**src/rtl/alk_pkg.sv**
```systemverilog
// Shared definitions for the ALK ALU shift sequencer.
//   shift_mode_t : shift-mode encodings carried on mode_h / mode_r
//   IDLE/SHIFT/FIN : sequencer state encoding
//   is_left()    : direction of a mode code (reserved code 7 counts as left)
package alk_pkg;

    typedef enum logic [2:0] {
        SHL = 3'd0,
        SHR = 3'd1,
        ASR = 3'd2,
        ROL = 3'd3,
        ROR = 3'd4,
        LSL = 3'd5,
        LSR = 3'd6
    } shift_mode_t;

    localparam logic [1:0] IDLE  = 2'd0;
    localparam logic [1:0] SHIFT = 2'd1;
    localparam logic [1:0] FIN   = 2'd2;

    // Reserved code 7 falls into the default and so shifts left like SHL.
    function automatic logic is_left(input logic [2:0] mode);
        case (mode)
            SHR, ASR, ROR, LSR: return 1'b0;
            default:            return 1'b1;
        endcase
    endfunction

endpackage

```
**src/rtl/alk_shift_route.sv**
```systemverilog
// Combinational shift-in/shift-out routing for the ALU word end pads.
// Ports:
//   mode          in  latched shift mode
//   sio_lo_in_l   in  ALU_SIO[0] pad receive (active low)
//   sio_hi_in_l   in  ALU_SIO[WIDTH-1] pad receive (active low)
//   ext_sin_h     in  external link/Q shift-in bit
//   alu_sign_h    in  ALU MSB for arithmetic right shift
//   sout          out bit leaving the word (ungated)
//   sio_lo_out_l  out ALU_SIO[0] open-drain drive, 1 = released (ungated)
//   sio_hi_out_l  out ALU_SIO[WIDTH-1] open-drain drive, 1 = released (ungated)
module alk_shift_route
    import alk_pkg::*;
(
    input  logic [2:0] mode,
    input  logic       sio_lo_in_l,
    input  logic       sio_hi_in_l,
    input  logic       ext_sin_h,
    input  logic       alu_sign_h,
    output logic       sout,
    output logic       sio_lo_out_l,
    output logic       sio_hi_out_l
);

    logic left;
    logic sin;

    always_comb begin
        sin = 1'b0;
        case (mode)
            ASR:      sin = alu_sign_h;
            // Rotates wrap the outgoing bit straight back in the same cycle.
            ROL:      sin = ~sio_hi_in_l;
            ROR:      sin = ~sio_lo_in_l;
            LSL, LSR: sin = ext_sin_h;
            default:  sin = 1'b0;
        endcase
    end

    always_comb begin
        left = is_left(mode);
        if (left) begin
            sout         = ~sio_hi_in_l;
            sio_lo_out_l = ~sin;
            sio_hi_out_l = 1'b1;
        end else begin
            sout         = ~sio_lo_in_l;
            sio_lo_out_l = 1'b1;
            sio_hi_out_l = ~sin;
        end
    end

endmodule

```
**src/rtl/alk_shift_seq.sv**
```systemverilog
// ALK ALU multi-cycle shift sequencer: one bit position per cycle,
// shift-in source chosen by mode, open-drain SIO pad drive, link capture
// and a start/busy/done handshake with microcode.
// Ports:
//   clk, reset_h        clock, synchronous active-high reset
//   start_h             begin operation (sampled in IDLE only)
//   mode_h, count_h     shift mode and distance (count saturates at WIDTH)
//   ext_sin_h           external shift-in bit
//   alu_sign_h          ALU MSB for ASR
//   sio_lo_in_l/hi_in_l pad receives (active low)
//   sio_lo_out_l/hi_out_l open-drain pad drives, 1 = released
//   shift_en_h          ALU shifts this cycle
//   sout_h              bit leaving the word this cycle
//   link_h              last shifted-out bit
//   busy_h, done_h      handshake status / one-cycle completion pulse
module alk_shift_seq
    import alk_pkg::*;
#(
    parameter int WIDTH = 32,
    parameter int CW    = 6
) (
    input  logic          clk,
    input  logic          reset_h,
    input  logic          start_h,
    input  logic [2:0]    mode_h,
    input  logic [CW-1:0] count_h,
    input  logic          ext_sin_h,
    input  logic          alu_sign_h,
    input  logic          sio_lo_in_l,
    input  logic          sio_hi_in_l,
    output logic          sio_lo_out_l,
    output logic          sio_hi_out_l,
    output logic          shift_en_h,
    output logic          sout_h,
    output logic          link_h,
    output logic          busy_h,
    output logic          done_h
);

    // CW must be wide enough to hold WIDTH itself (2^CW > WIDTH).
    localparam logic [CW-1:0] WIDTH_C = CW'(WIDTH);
    localparam logic [CW-1:0] ONE_C   = CW'(1);

    logic [1:0]    state;
    logic [CW-1:0] cnt;
    logic [2:0]    mode_r;
    logic [CW-1:0] count_sat;
    logic          route_sout;
    logic          route_lo_l;
    logic          route_hi_l;

    assign count_sat = (count_h > WIDTH_C) ? WIDTH_C : count_h;

    alk_shift_route u_route (
        .mode         (mode_r),
        .sio_lo_in_l  (sio_lo_in_l),
        .sio_hi_in_l  (sio_hi_in_l),
        .ext_sin_h    (ext_sin_h),
        .alu_sign_h   (alu_sign_h),
        .sout         (route_sout),
        .sio_lo_out_l (route_lo_l),
        .sio_hi_out_l (route_hi_l)
    );

    always_ff @(posedge clk) begin
        if (reset_h) begin
            state  <= IDLE;
            cnt    <= '0;
            mode_r <= '0;
            link_h <= 1'b0;
        end else begin
            case (state)
                IDLE: begin
                    if (start_h) begin
                        mode_r <= mode_h;
                        cnt    <= count_sat;
                        state  <= (count_sat == '0) ? FIN : SHIFT;
                    end
                end
                SHIFT: begin
                    cnt    <= cnt - ONE_C;
                    link_h <= sout_h;
                    if (cnt == ONE_C) begin
                        state <= FIN;
                    end
                end
                FIN:     state <= IDLE;
                default: state <= IDLE;
            endcase
        end
    end

    assign shift_en_h = (state == SHIFT);
    assign busy_h     = (state != IDLE);
    assign done_h     = (state == FIN);

    // Routing is only meaningful while shifting; otherwise release both pads.
    assign sout_h       = shift_en_h & route_sout;
    assign sio_lo_out_l = route_lo_l | ~shift_en_h;
    assign sio_hi_out_l = route_hi_l | ~shift_en_h;

endmodule

```
**config.mk**
```make
export PLATFORM = sky130hd
export DESIGN_NAME = alk_shift_seq
export DESIGN_NICKNAME = d
export VERILOG_FILES = /design/src/rtl/alk_pkg.sv /design/src/rtl/alk_shift_route.sv /design/src/rtl/alk_shift_seq.sv
export SDC_FILE = /design/constraint.sdc
export NUM_CORES = 1
export LEC_CHECK = 0
export ABC_AREA = 1
export CORE_MARGIN = 2
export CORE_UTILIZATION = 40
export CTS_CLUSTER_SIZE = 14
export DETAILED_ROUTE_END_ITERATION = 10
export GPL_ROUTABILITY_DRIVEN = 0
export GPL_TIMING_DRIVEN = 1
export PLACE_DENSITY_LB_ADDON = 0.08
export REMOVE_ABC_BUFFERS = 1
export SYNTH_ARGS = -nofsm -noshare
export SYNTH_HDL_FRONTEND = slang
export SYNTH_HIERARCHICAL = 1
export SYNTH_SLANG_ARGS = --single-unit
```
**constraint.sdc**
```tcl
create_clock -name clk -period 1.46 [get_ports clk]
set_clock_uncertainty 0.05 [all_clocks]
set_input_delay 0.219 -clock clk [delete_from_list [all_inputs] [get_ports clk]]
set_output_delay 0.219 -clock clk [all_outputs]
set_load 0.01 [all_outputs]
```
======== Word-level counts from Yosys, hierarchy flattened ========
Cells that the tools add are included.
word-level totals
  register bits ........................... 12
  output and inout bits ................... 7
  word-level logic and storage cells ...... 44
  bits of input ports ..................... 16
operators by class
  add/sub/neg operators ................... 1
  order comparisons ....................... 1
  equal/unequal tests ..................... 11
  reduce and logical (&&, ||, !) cells .... 9
  bitwise operators ....................... 7
  muxes and demuxes ....................... 11
operator list
  cell                                                   number
  2-to-1 mux 6 bit                                       2
  one-hot mux 6 bit (2 select lines)                     1
  equality test 3 bit (second input constant)            3
  equality test 3 x 2 -> 1 bit (second input constant)   2
  equality test 6 x 1 -> 1 bit (second input constant)   1
  greater-than comparator 6 bit (second input constant)  1
  logical NOT 6 bit                                      1
  2-to-1 mux 2 bit                                       3
  AND reduction 2 bit                                    3
  subtractor 6 x 1 -> 6 bit (second input constant)      1
  NOT 1 bit                                              4
  one-hot mux 1 bit (4 select lines)                     1
  one-hot mux 2 bit (2 select lines)                     1
  nonzero test 2 bit                                     2
  OR reduction 4 bit                                     1
  equality test 3 x 1 -> 1 bit (second input constant)   1
  2-to-1 mux 1 bit                                       3
  equality test 2 x 1 -> 1 bit (second input constant)   1
  equality test 2 bit (second input constant)            1
  logical NOT 2 bit                                      1
  != test 2 x 1 -> 1 bit (second input constant)         1
  != test 2 bit (second input constant)                  1
  OR 1 bit                                               2
  OR reduction 2 bit                                     1
  AND 1 bit                                              1

======== Depth between registers and ports, before layout ========
  word-level depth ........................ 6
  gate-level depth with buffers ........... 9
  depth with buffers taken out ............ 9

======== Cells and area by module ========
The synthesis kept the hierarchy.
modules (own cells, without submodules)
  module           times used  seq. area each (um^2)  area each (um^2)  cells an instance
  alk_shift_seq    1           240.2                  695.7             110
  alk_shift_route  1           0.0                    112.6             26

======== Least setup slack after synthesis ========
OpenSTA, ideal clock, no wires.
  kind .................................... register -> output
  start point ............................. register mode_r[0]
  end point ............................... output sio_lo_out_l
  stages on the path, launching flop included .. 9
  data arrival time ....................... 1037 ps
  path buffers ............................ 0
  required time ........................... 1191 ps
  path slack .............................. 154 ps
  cells stage by stage .................... dfxtp_1 -> inv_1 -> nand2_1 -> nand2_2 -> nand2_2 -> nand2_2 -> inv_1 -> nand2_1 -> or2_2
on the way
  longest elaborated chain between the ends .. 6
  elaborated cells on any way between the ends .. 12
  those cells by class .................... eq/ne: 6; mux: 2; bitwise: 2; reduce/logical: 2
ends and longest elaborated chain
  item                                           line                                  RTL
  from (decl)                                    alk_shift_seq.sv:46                   logic [2:0] mode_r;
  from (signal assigned)                         alk_shift_seq.sv:75                   mode_r <= mode_h;
  equality test 3 bit, on equally long branches  alk_shift_route.sv:29, alk_pkg.sv:23
  OR reduction 2 bit                             alk_shift_route.sv:29                 case (mode)
  one-hot mux 1 bit (4 select lines)             alk_shift_route.sv:29
  NOT 1 bit                                      alk_shift_route.sv:43                 sio_lo_out_l = ~sin;
  2-to-1 mux 1 bit *                             alk_shift_route.sv:41                 if (left) begin
  net route_lo_l                                 alk_shift_seq.sv:49                   logic route_lo_l;
  OR 1 bit *                                     alk_shift_seq.sv:99                   assign sio_lo_out_l = route_lo_l | ~shift_en_h;
  to (decl)                                      alk_shift_seq.sv:31                   output logic sio_lo_out_l,
Mark *: on every way through the listed nets, which the timed path passes. The rest lies on a longest branch.

======== Worst setup path in the final report ========
Ends and elaborated chain as after synthesis.

==> metrics.md <==
| Metric | Value |
|---|---|
| Number of violations reported at the end of detailed-routing iteration 0 | `15` |
| Endpoint class of the critical path | `output pin` |
| Final-report max-slew violation count | `0` |
| Critical path start-end classification | `flip-flop to output pin` |
| Lkg Pwr | `0.6034 nW` |
| Flip-flop and latch count after synthesis | `12` |
| Warnings from Yosys | `6` |
| Internal reg-to-reg setup slack | `180 ps` |
| TritonCTS clock tree | `built` |
| CP Launch Type | `flip-flop` |
| Final cycle utilization of the critical path | `1.139` |
| Main synth FF type | `dfxtp_1` |
| Top-Level Pins | `23` |
| Minimum hold slack | `411.9 ps` |
| Sequential-to-total area share from yosys stat | `0.2972` |
| Max Fanout on Critical Path | `4` |
| Port Buffer Count | `22` |
| Hold violation total from the final report | `0` |
| Headroom to the max-slew limit | `0.8303` |
| Starting Density | `0.4162` |
| Netlist Area Pre-Place | `808.3 sq um` |
| Most used cell along the critical path | `nand2_2` |
| Peak VDD IR | `622.4 uV` |
| Library cell with the largest summed area after synthesis | `dfxtp_1` |
| Final routed DRC violation total | `0` |
| GRT overflow | `0` |
| Cell at the root of the clock tree | `clkbuf_4` |
| Average size of a mapped cell | `5.943 sq um` |
| Buf/Inv on CP | `3` |
| Proportion of netlist area held by the largest area contributor | `0.2972` |
| Crit path cell chain | `inv_4, nand2_2, nand2_2, nand2_2, nand2_2, inv_2, nand2_1, or2_4, buf_6` |
| Via total after detailed routing | `936` |
| Netlist cell types | `16` |
| Power per Cell Area | `841.3 nW/um^2` |
| Path category of the worst min-delay check | `flip-flop to flip-flop` |
| Die boundary width | `48.95 um` |
| Placeable core region | `1942 sq um` |
| Crit path max-delay family | `simple AND/OR/NAND/NOR gates` |
| Area added between synthesis and finish | `49.23%` |
| PnR worst setup slack | `-203.6 ps` |
| Layout cell share with drive strength beyond 1 | `0.2312` |
| Number of violations of the max-capacitance limit | `0` |
| Failing checks | `negative setup slack` |
| Net count, final | `193` |
| Maximum number of pins on one net before global-route repair | `8` |
| Most common cell in the synthesized netlist | `nand2_1` |
| Unrepaired setup endpoints after global routing | `yes` |
| Number of hold-repair buffers added at the cts stage | `0` |
| Library cell contributing the largest single delay on the critical path | `dfxtp_4` |
| Global-route track usage on met1 | `0.2271` |
| Required time of the critical path | `1190 ps` |
| Global-route usage over all layers | `0.1870` |
| Chip Height | `48.95 um` |
| Setup violators final | `3` |
| Slowest cell delay on critical path | `380 ps` |
| Leading cell types by total area after synthesis | `dfxtp_1 30%, nand2_1 15%, nand3_1 11%` |
| Number of H-tree levels | `1` |
| Count of flip-flops with a built-in enable after synthesis | `0` |
| HPWL after detailed placement | `1.586 mm` |
| Average wire length per cell after detail routing | `10.14 um` |
| Max Clock Freq | `601.1 MHz` |
| Total clock sinks | `12` |
| Num CTS Buffers | `3` |
| Maximum root-to-sink buffer count | `2` |
| Clock edge transition at the registers on the reported setup and hold paths | `70 ps` |
| Antenna Cells | `0` |
| Commonest cells in the synthesized netlist | `33 x nand2_1, 21 x inv_1, 18 x nand3_1, 18 x nor2_1, 12 x dfxtp_1` |
| Final Routed Wirelength | `2.027 mm` |
| Data arrival time at the worst-slack endpoint | `1390 ps` |
| Initial antenna violation count | `0` |
| Via count of the first global-routing pass | `864` |
| Number of standard cells after synthesis | `136` |
| Met3 layer usage reported by global route | `0.04908` |
| Slew @ Worst Pin | `253.8 ps` |
| Worst-skew pair later-pin latency | `270 ps` |
| Number of optimization iterations in the first detailed-route pass | `4` |
| DR vias/cell | `4.680` |
| Antenna violation net count after detailed routing | `0` |
| Area enclosed by the die boundary | `2396 sq um` |
| First-pass GRT wire length | `3.560 mm` |
| FFs w/ async S/R, synth | `0` |
| Global routing usage on met2 | `0.3425` |
| Minimum clock period | `1664 ps` |
| Layer with the highest usage after global routing | `met2` |
| Status | `finished, violations left` |
| Site Rows | `16` |
| Core Util, Final | `0.6211` |
## routing by layer
layer,wire [um],vias to the layer above
li1,-,508
met1,886,413
met2,1062,15
met3,78,0
met4,0,0
met5,0,-
## cell families (layout without fill, tap and decap cells)
family          count (synthesis)  after routing  synth area share
compound gates                 16             16           0.09906
buf+inv                        25             62            0.1254
flops                          12             12            0.2972
simple gates                   81             81            0.4474
fa+ha+maj                       2              2           0.03095
## cell type report
type,instances,area (sq um)
Fill cell,207,735.7
Multi-Input combinational cell,99,494.2
Timing Repair Buffer,35,312.8
Sequential cell,12,247.7
Inverter,24,95.09
Tap cell,27,33.78
Clock buffer,3,22.52
## sequential cells by signal, indices dropped and copies added (netlist names)
signal	flops
mode_r	3
cnt	6
link_h	1
state	2
## timing repair
item	4_1_cts	5_1_grt
cloned	0	0
setup buffers	1	0
resized for setup	27	7
pin swaps	5	2
endpoints found under the setup margin	6	4
## worst min-delay path, stage by stage, from the launching register on
cell and delay, ps:
dfxtp_1 310, nand2_1 60, a21oi_1 50
## stage by stage
stage	worst slack [ps]	power [mW]	std cells	instance area, sq um	setup TNS [ps]
2_1_floorplan	153.5	0.6300	135	797.0	0
6_report	-203.6	1.015	200	1206	-548.3
3_3_place_gp	-531.8	0.7960	196	1141	-1430
5_1_grt	-268.5	1.105	200	1206	-779.2
3_5_place_dp	-571.7	0.8000	196	1141	-1544
4_1_cts	-191.9	1.014	200	1187	-514.9
## layout by cell type, fill, tap and decap left out, types with 3 or more instances in the layout
master,instances
a21oi_1,7
buf_4,13
clkbuf_4,3
clkdlybuf4s50_1,16
dfxtp_1,10
inv_1,19
inv_2,3
nand2_1,30
nand2_2,8
nand3_1,15
nand3_2,3
nand4_1,3
nor2_1,18
o21ai_0,7
## power breakdown
part           internal [mW]  leakage [nW]  switching (mW)
combinational          0.196         0.489           0.215
clock                 0.0955        0.0138           0.107
sequential             0.365         0.100          0.0365
## worst paths after layout
path,depth (start not counted),startpoint,end
worst min register to register,2,link_h,link_h
worst max-delay path,9,mode_r[0],sio_lo_out_l
worst max register to register,6,state[0],cnt[5]
worst min-delay path,2,link_h,link_h
Note: power is estimated with default switching activity, not from simulation.
